[src/rtl/muldiv_unit.sv]
// Iterative multiply/divide unit with architectural HI/LO registers.
// Shift-add multiply and restoring divide share one 2*WIDTH accumulator, WIDTH iterations.
module muldiv_unit #(
  parameter int WIDTH = 32
) (
  input  logic             clk,
  input  logic             reset,
  input  logic             start,
  input  logic [1:0]       op,
  input  logic [WIDTH-1:0] a,
  input  logic [WIDTH-1:0] b,
  input  logic             mt_hi,
  input  logic             mt_lo,
  input  logic [WIDTH-1:0] mt_data,
  output logic             busy,
  output logic             done,
  output logic [WIDTH-1:0] hi,
  output logic [WIDTH-1:0] lo
);

  localparam logic [1:0] IDLE = 2'd0;
  localparam logic [1:0] RUN  = 2'd1;
  localparam logic [1:0] FIX  = 2'd2;

  localparam int CW = $clog2(WIDTH) + 1;
  localparam logic [CW-1:0] LAST_ITER = CW'(WIDTH - 1);

  logic [1:0]         state;
  logic [CW-1:0]      count;
  // Upper half: partial product / remainder. Lower half: multiplier / dividend->quotient.
  logic [2*WIDTH-1:0] acc;
  logic [WIDTH-1:0]   operand;
  logic [WIDTH-1:0]   dividendRaw;
  logic               isDiv;
  logic               signA;
  logic               signB;
  logic               divZero;

  logic [WIDTH-1:0]   absA;
  logic [WIDTH-1:0]   absB;
  logic [WIDTH:0]     addSum;
  logic [WIDTH:0]     remShift;
  logic               remGe;
  logic [WIDTH-1:0]   remSub;
  logic [2*WIDTH-1:0] accNext;
  logic [2*WIDTH-1:0] product;
  logic [WIDTH-1:0]   resHi;
  logic [WIDTH-1:0]   resLo;

  // Signed ops (op[0]=1) work on magnitudes; signs are reapplied in FIX.
  always_comb begin
    absA = (op[0] && a[WIDTH-1]) ? (~a + 1'b1) : a;
    absB = (op[0] && b[WIDTH-1]) ? (~b + 1'b1) : b;
  end

  // One iteration of either algorithm.
  always_comb begin
    addSum   = {1'b0, acc[2*WIDTH-1:WIDTH]} + {1'b0, (acc[0] ? operand : {WIDTH{1'b0}})};
    remShift = {acc[2*WIDTH-1:WIDTH], acc[WIDTH-1]};
    remGe    = (remShift >= {1'b0, operand});
    remSub   = remShift[WIDTH-1:0] - operand;
    if (isDiv) begin
      accNext = {(remGe ? remSub : remShift[WIDTH-1:0]), acc[WIDTH-2:0], remGe};
    end else begin
      accNext = {addSum, acc[WIDTH-1:1]};
    end
  end

  // Sign fixup and divide-by-zero override applied at the FIX edge.
  always_comb begin
    product = (signA ^ signB) ? (~acc + 1'b1) : acc;
    resHi   = product[2*WIDTH-1:WIDTH];
    resLo   = product[WIDTH-1:0];
    if (isDiv) begin
      if (divZero) begin
        resHi = dividendRaw;
        resLo = {WIDTH{1'b1}};
      end else begin
        resLo = (signA ^ signB) ? (~acc[WIDTH-1:0] + 1'b1) : acc[WIDTH-1:0];
        resHi = signA ? (~acc[2*WIDTH-1:WIDTH] + 1'b1) : acc[2*WIDTH-1:WIDTH];
      end
    end
  end

  // Control and architectural state.
  always_ff @(posedge clk) begin
    if (reset) begin
      state <= IDLE;
      busy  <= 1'b0;
      done  <= 1'b0;
      hi    <= '0;
      lo    <= '0;
    end else begin
      done <= 1'b0;
      case (state)
        IDLE: begin
          if (start) begin
            state <= RUN;
            busy  <= 1'b1;
          end else begin
            if (mt_hi) hi <= mt_data;
            if (mt_lo) lo <= mt_data;
          end
        end
        RUN: begin
          if (count == LAST_ITER) state <= FIX;
        end
        FIX: begin
          hi    <= resHi;
          lo    <= resLo;
          done  <= 1'b1;
          state <= IDLE;
          busy  <= 1'b0;
        end
        default: begin
          state <= IDLE;
          busy  <= 1'b0;
        end
      endcase
    end
  end

  // NOTE: datapath registers carry no reset; they are always loaded at start
  // before being read, and reset already prevents a stale result reaching HI/LO.
  always_ff @(posedge clk) begin
    if (state == IDLE && start) begin
      acc         <= {{WIDTH{1'b0}}, absA};
      operand     <= absB;
      dividendRaw <= a;
      isDiv       <= op[1];
      signA       <= op[0] & a[WIDTH-1];
      signB       <= op[0] & b[WIDTH-1];
      divZero     <= (b == '0);
      count       <= '0;
    end else if (state == RUN) begin
      acc   <= accNext;
      count <= count + 1'b1;
    end
  end

endmodule

[config.mk]
export PLATFORM = sky130hd
export DESIGN_NAME = muldiv_unit
export DESIGN_NICKNAME = d
export VERILOG_FILES = /design/src/rtl/muldiv_unit.sv
export SDC_FILE = /design/constraint.sdc
export NUM_CORES = 1
export LEC_CHECK = 0
export BUFFER_PORTS_ARGS = -buffer_cell sky130_fd_sc_hd__buf_2
export CORE_UTILIZATION = 55
export DETAILED_ROUTE_END_ITERATION = 16
export HOLD_SLACK_MARGIN = 0.08
export PLACE_DENSITY = 0.78
export SLEW_MARGIN = 20
export SYNTH_ARGS = -nofsm -noshare
export SYNTH_HDL_FRONTEND = slang
export SYNTH_SLANG_ARGS = --single-unit
export TNS_END_PERCENT = 1
[constraint.sdc]
create_clock -name clk -period 3.48 [get_ports clk]
set_input_delay 0.174 -clock clk [delete_from_list [all_inputs] [get_ports clk]]
set_output_delay 0.174 -clock clk [all_outputs]
set_load 0.1 [all_outputs]
## After elaboration in Yosys (flattened, before gate mapping)

Index checks and enable logic that the tools add are counted.

- Output and inout bits: 66
- Bits in registers: 206

- $lt $le $gt $ge: 1
- Muxes and demuxes: 26
- Equal/unequal tests: 8
- Bitwise logic cells: 9
- $add $sub $neg: 8
- Reductions and logical operators: 11

Operator list:

| operator | count |
|---|---|
| $mux W32 | 16 |
| $add A32 B1 Y32 const B | 4 |
| $mux W64 | 2 |
| $not A32 Y32 | 4 |
| $pmux W32 S2 | 2 |
| $add A64 B1 Y64 const B | 1 |
| $not A64 Y64 | 1 |
| $add A32 B32 Y33 | 1 |
| $ge A33 B32 Y1 | 1 |
| $logic_not A32 Y1 | 1 |
| $sub A32 B32 Y32 | 1 |
| $ne A2 B2 Y1 const B | 5 |
| $add A6 B1 Y6 const B | 1 |
| $eq A6 B5 Y1 const B | 1 |
| $reduce_and A3 Y1 | 2 |
| $mux W2 | 2 |
| $pmux W2 S2 | 1 |
| $reduce_and A2 Y1 | 2 |
| $reduce_bool A2 Y1 | 2 |
| $logic_and A1 B1 Y1 | 3 |
| $and A1 B1 Y1 | 2 |
| $eq A2 B1 Y1 const B | 1 |
| $eq A2 B2 Y1 const B | 1 |
| $logic_not A2 Y1 | 1 |
| 4 further kinds | 5 |

## Logic depth before layout (Yosys ltp)

Gate-level depths: netlist of the first run.

- Depth after elaboration: 6
- Mapped depth: 15
- Depth with buffers taken out: 13

## Worst setup path after synthesis of the first run

OpenSTA, ideal clock, no wires.

- Path type: register to register
- Start point: reg state[1]
- End point: reg acc[1] (data pin)
- Stages on the path, launching flop included: 6
- Arrival time: 3.012 ns
- Slack: 0.090 ns
- Setup time: 0.378 ns
- Cells stage by stage: dfxtp_1 > clkbuf_1 > nand3b_1 > inv_2 > clkbuf_1 > a31oi_1

- Cells in the longest elaborated chain, start to end: 3

RTL lines:

| element | line | source |
|---|---|---|
| start, declared | 28 | `logic [1:0] state;` |
| start signal, assigned | 88 | `state <= IDLE;` |
| start signal, assigned | 98 | `state <= RUN;` |
| start signal, assigned | 106 | `if (count == LAST_ITER) state <= FIX;` |
| $logic_not A2 Y1 | 126 | `if (state == IDLE && start) begin` |
| $logic_and A1 B1 Y1 | 126 |  |
| $mux W32 | 126 |  |
| end signal, assigned | 127 | `acc <= {{WIDTH{1'b0}}, absA};` |
| end signal, assigned | 136 | `acc <= accNext;` |
| end, declared | 31 | `logic [2*WIDTH-1:0] acc;` |

No other way between the ends.
A chain may end at the register's enable or synchronous reset.

## Worst setup path in the final report of the first run

- Start point: reg operand[0]
- End point: reg acc[61]

- Cells in the longest elaborated chain, start to end: 3

RTL lines:

| element | line | source |
|---|---|---|
| start, declared | 32 | `logic [WIDTH-1:0] operand;` |
| start signal, assigned | 128 | `operand <= absB;` |
| $mux W32, or another cell as far along | 58 | `addSum = {1'b0, acc[2*WIDTH-1:WIDTH]} + {1'b0, (acc[0] ? operand : {WIDTH{1'b0}})};` |
| $add A32 B32 Y33 or $mux W32 (tied branches) | 58, 63 |  |
| $mux W64 * | 62 | `if (isDiv) begin` |

Every way passes the cells marked *; elsewhere a longest branch is shown, timed or not.

==> run metrics, run 1 <==
Post-Synthesis Cells 1,934; initial core utilization 55.9%; Pre-Repair DR Iteration Count 5; CP max FO 5; final hold violation count 0; clk root buf clkbuf_16; VDD IR max 0.000385 V; Seq/Total Area, Yosys 33.0%; GR Overflow Total 0; synthesized area 15,500 um^2; top cells by area, synth edfxtp_1 19%, dfxtp_1 14%, o21ai_0 6.2%; Max-Cap Viols 0; CTS H-tree lvls 1; Placed Cells 2,502; Max Clk Rate 295 MHz; P_int 5.90 mW; clock buffer depth 3; RSZ-0062 raised after global routing yes; vias post-DR 16,773; max-slew violation count 0; Yosys reg bits 206; row count 61; Total GRT Usage 39.1%; Post-synth EDFFs 100; CTS Buf Count 24; IO Port Bufs 168; delay-heaviest family, CP compound AO/OA/AOI/OAI gates; crit path time final 3.39 ns; DPL Wire Length 43,100 um; Clk network pwr share 26.0%; Routed wire per std cell 22.1 um; 1st-iter DRT viols 1,955; WP data required 3.90 ns; initial antenna violation count 3; clock tree from TritonCTS done; chip height 170 um; worst setup margin 0.0913 ns; DRC 0; PwrDens 509 nW/um^2; first-pass GRT wire length 86,600 um; pre-CTS WS -0.0204 ns; Setup crit end kind flop; DR vias/cell 6.35; Worst Hold Class input port to flop; Finished Layout Cells 2,643; Slew @ Worst Pin 0.740 ns; layout cell share with drive strength beyond 1 17.6%; buffer and inverter count on the worst path 2; P_sw 3.98 mW; Ys Warns 0; net count after synthesis 2,108; Net Sw Frac 40.3%; average size of a mapped cell 8.04 um^2; main flop type after synthesis dfxtp_1; WP data arrival 3.81 ns; largest net degree at the start of global routing 112; clk sinks 206; area leader, netlist edfxtp_1; CP Launch Type flop; Worst Clk Skew 0.0310 ns; status finished, final reports clean; Clock Pin Slew Worst Setup and Hold Paths 0.06 ns; Flop pwr share 30.8%; die area 28,900 um^2; critical path, cell by cell and2_1 -> ha_1 -> fa_1 -> a211oi_2 -> o21bai_1 -> a21oi_2 -> o221ai_1 -> buf_4 -> a22oi_2 -> a211oi_1 -> buf_4 -> a21oi_1 -> xor2_1 -> a21oi_1 -> and3_1; synth-to-layout area growth 24.9%; Top Ports 169; gpl congestion 1.01; Final ANT Viol Nets 0; total negative slack 0 ns; routed wire length 58,300 um; fill count 2,351; Core Region 27,800 um^2; Combinational Power Share 43.2%; synth unique cells 77; Yosys top cell area share 19.3%; FFs w/ async S/R, synth 0%; clk_lat worst skew 0.55 ns; Tcrit/Tclk final 97.4%; Tot Pwr 9.88 mW; vias in the first global route 15,172; nets@finish 2,421; CP max-delay cell fa_1; Die X 170 um; Lkg Pwr 8.09 nW; Slew headroom 50.7%; Largest stage delay, worst path 0.43 ns; critical path class flop to flop; Final setup viols 0
==> layout make-up <==
| class | count | area (um^2) | share of cell area (%) |
|---|---|---|---|
| Multi-Input combinational cell | 1540 | 9860 | 50.8 |
| Sequential cell | 206 | 5120 | 26.4 |
| Timing Repair Buffer | 409 | 2920 | 15.0 |
| Clock buffer | 35 | 712 | 3.67 |
| Tap cell | 378 | 473 | 2.44 |
| Inverter | 66 | 250 | 1.29 |
| Clock inverter | 8 | 77.6 | 0.400 |
| Antenna cell | 1 | 2.50 | 0.0129 |
==> per-stage QoR <==
stage	instance area, um^2	hold WS, ns	utilization [%]
after detailed placement	17500	0.356	63.0
after global routing	19400	0.0859	69.9
after CTS	19300	0.0854	69.3
final	19400	0.0888	69.9
after floorplan	15500	0.264	-
after global placement	17500	0.355	63.0
==> timing repair <==
item | in CTS | in global routing
resized for setup | 3 | 28
hold endpoints to repair | 112 | 0
setup endpoints to repair | 8 | 38
pin swaps | 1 | 4
cloned | 0 | 0
setup buffers | 0 | 2
hold buffers | 95 | 0
==> path summary, 6_finish.rpt <==
| kind | start | to | slack (ns) | depth (start not counted) |
|---|---|---|---|---|
| max reg2reg | operand[0] | acc[61] | 0.09 | 15 |
| min reg2reg | lo[27] | lo[27] | 0.45 | 2 |
| min | mt_data[5] | lo[5] | 0.09 | 3 |
| max | operand[0] | acc[61] | 0.09 | 15 |
==> synthesized netlist by cell type, types with 47 or more instances <==
cell        n
ha_1       69
nand2_1   210
xnor2_1    99
clkbuf_1  103
nor2_1    167
xor2_1     72
inv_1      65
dfxtp_1   106
o21ai_0   192
o211ai_1   47
edfxtp_1  100
a21oi_1   178
==> placed cells by master (no fill, tap or decap), drive strengths merged, types with 69 or more instances in the layout <==
cell type,count
nand2,210
o21ai,198
a21oi,179
xnor2,99
ha,69
buf,314
dfxtp,106
dlygate4sd3,95
xor2,72
nor2,167
edfxtp,100
==> worst register-to-register path: stages (launching register included) <==
cell      delay [ns]
edfxtp_1        0.41
and2_1          0.19
ha_1            0.21
fa_1            0.43
a211oi_2        0.22
o21bai_1        0.13
a21oi_2         0.21
o221ai_1        0.16
buf_4           0.18
a22oi_2         0.23
a211oi_1        0.12
buf_4           0.17
a21oi_1         0.17
xor2_1          0.19
a21oi_1         0.08
and3_1          0.17
==> power groups by stage <==
stage,sequential [mW],clock [mW],combinational (mW)
3_5_place_dp,3.09,0,3.96
4_1_cts,3.04,2.57,4.07
3_3_place_gp,3.08,0,3.91
2_1_floorplan,3.36,0,2.27
6_report,3.05,2.56,4.27
5_1_grt,3.07,2.67,4.55
==> state kept, by name, indices dropped and copies added (netlist names) <==
signal	count
state	2
acc	64
signB	1
hi	32
dividendRaw	32
isDiv	1
count	6
signA	1
operand	32
divZero	1
busy	1
lo	32
done	1
==> cells by family after synthesis <==
logic type,Yosys count,share of synthesized area (%)
AOI/OAI and AO/OA,657,26.4
muxes,37,2.40
adders and majority gates,71,5.81
DFF,206,33.0
buffers and inverters,188,4.63
xor gates and xnor gates,171,9.64
and+or+nand+nor,604,18.1
==> routing by layer <==
metal,global-route usage [%],vias up,share of wire [%]
met5,0,-,0
met2,60.0,1020,44
met3,11.1,135,13
met4,9.99,0,2.7
li1,-,7751,-
met1,53.7,7867,41
Note: power is estimated with default switching activity, not from simulation.
==> run 2: changes to the inputs <==
--- a/config.mk
+++ b/config.mk
@@ -6,10 +6,11 @@
 export NUM_CORES = 1
 export LEC_CHECK = 0
 export BUFFER_PORTS_ARGS = -buffer_cell sky130_fd_sc_hd__buf_2
-export CORE_UTILIZATION = 55
+export CAP_MARGIN = 10
+export CORE_UTILIZATION = 60
 export DETAILED_ROUTE_END_ITERATION = 16
 export HOLD_SLACK_MARGIN = 0.08
-export PLACE_DENSITY = 0.78
+export PLACE_DENSITY = 0.81
 export SLEW_MARGIN = 20
 export SYNTH_ARGS = -nofsm -noshare
 export SYNTH_HDL_FRONTEND = slang
==> constraint.sdc (replaced) <==
create_clock -name clk -period 3.7 [get_ports clk]
set_input_delay 0.185 -clock clk [delete_from_list [all_inputs] [get_ports clk]]
set_output_delay 0.185 -clock clk [all_outputs]
set_load 0.1 [all_outputs]
==> run 2 against run 1 <==
Total power decreased by 4.9%. Core utilization increased by 5.0 points. Maximum frequency decreased by 6.0%. Via count increased by 1.9%. Count of clock-buffer cells in the layout decreased by 1. Design area decreased by 2.2%. Die area decreased by 8.2%. Non-clock buffer count decreased by 53. Sequential power decreased by 5%. Critical path type unchanged. Largest power group unchanged. Highest routed layer unchanged.
==> run metrics, run 2 (synthesis gave the netlist of run 1 again) <==
most common library cell in the layout ignoring fill and taps nand2_1; Max Clk Rate 277 MHz; 1st-iter DRT viols 2,593; R2R setup slack 0.09 ns; Placed Cells 2,401; fill count 1,840; DR vias/cell 6.72; CTS Buf Count 24; Total GRT Usage 43.5%; first-pass GRT wire length 89,100 um; CTS H-tree lvls 1; Lkg Pwr 7.86 nW; die area 26,500 um^2; depth of the worst hold-timing path 3; Max-Cap Viols 0; vias post-DR 17,094; PwrDens 495 nW/um^2; critical path class flop to flop; pre-CTS WS 0.0946 ns; Worst Hold Class input port to flop; routed wire length 58,800 um; status finished, final reports clean; Worst R2R Path Depth 15; layout cell share with drive strength beyond 1 15.1%; GR Overflow Total 0; WP data arrival 4.07 ns; worst setup margin 0.0945 ns; final hold violation count 0; largest net degree at the start of global routing 68; most frequent cells in the layout 210 x nand2_1, 192 x o21ai_0, 177 x a21oi_1, 168 x buf_2, 167 x nor2_1; Setup crit end kind flop; vias in the first global route 15,594; fin util 74.9%; synth-to-layout area growth 22.1%; DRC 0; Slew headroom 29.5%; Clock Pin Slew Worst Setup and Hold Paths 0.07 ns; IO Port Bufs 168; Reg2Reg Launch Point acc[0]; Final Instance Area 19,000 um^2; VDD IR max 0.000433 V; area occupied by multi-input gates 9790 um^2; crit path time final 3.61 ns; max reg flops 64; nets@finish 2,368; Die X 163 um; dpl cell area 17,100 um^2; sequential cell area 5130 um^2; Finished Layout Cells 2,542; Tcrit/Tclk final 97.4%; CP max FO 31; DPL Wire Length 41,600 um; clock tree from TritonCTS done; Critical Path Start acc[0]; Top Ports 169; CP Launch Type flop; final hold slack 0.108 ns; initial antenna violation count 0; Routed wire per std cell 23.1 um; row count 58; clk sinks 206; R2R Path End acc[60]; gpl congestion 1.02; Final setup viols 0; Slew @ Worst Pin 1.04 ns; critical path endpoint acc[60]; Antenna Cells 0; Core Region 25,300 um^2; Final ANT Viol Nets 0; max-slew violation count 0; WP data required 4.16 ns; clk root buf clkbuf_16; Reg with most FFs acc; clk_lat worst skew 0.54 ns; initial core utilization 61.4%; Pre-Repair DR Iteration Count 7; chip height 163 um; clock buffer depth 3; Worst Clk Skew 0.0121 ns
-- run 2: cell count changes in the layout (fill, tap and decap cells not counted), moves of 3 or more --
cell / change
o21ai_1: -4
a211oi_2: -3
bufinv_16: +3
buf_4: -52
a211oi_1: +3
clkinv_2: -3
-- run 2: worst max-delay path, cell delays in order (launching register included) --
cell and delay (ns):
edfxtp_1 0.45, inv_1 0.15, buf_12 0.21, nor2_1 0.07
ha_1 0.37, nand2_1 0.11, or3b_2 0.50, a31oi_1 0.20
buf_4 0.17, a21o_1 0.20, o22ai_1 0.20, o31ai_2 0.38
o41ai_2 0.13, xnor2_1 0.17, nand2_1 0.07, a31oi_1 0.13
-- run 2: layout make-up --
cell class / instances / share of cell area [%]
clock inverters: 10 / 0.824
inverters: 66 / 1.32
repair buffers: 356 / 13.3
well taps: 330 / 2.18
multi-input cells: 1540 / 51.6
flip-flops and latches: 206 / 27.0
clock buffers: 34 / 3.84
-- run 2: per-stage QoR --
step           total power [mW]  TNS, ns
6_report                   9.39        0
5_1_grt                    9.71  -0.0329
4_1_cts                    9.19        0
3_5_place_dp               6.45        0
3_3_place_gp               6.41        0
2_1_floorplan              5.29        0
-- run 2: metal layers --
layer	global-route usage (%)	routed length, um
met2	67.3	25700
met4	15.1	2460
met1	60.1	23300
met3	9.07	7390
met5	0	0
-- run 2: how the worst min path moves through the flow --
stage	startpoint	end	slack, ns
floorplan	reset	hi[14]	0.27
global placement	op[1]	isDiv	0.36
detailed placement	op[1]	isDiv	0.37
CTS	mt_data[31]	lo[31]	0.1
global route	mt_data[28]	hi[28]	0.14
finish	mt_data[28]	lo[28]	0.11
-- run 2: repair_timing --
action                                 CTS  global route
buffers inserted                         0             2
setup endpoints to repair                0            28
resized for setup                        0            11
endpoints found under the hold margin  113             0
hold buffers                            95             0
-- run 2: power breakdown --
group          internal (mW)  switching (mW)  leakage [nW]
Sequential              2.66           0.230          1.84
Clock                   1.65            1.05         0.435
Combinational           1.37            2.43          5.58
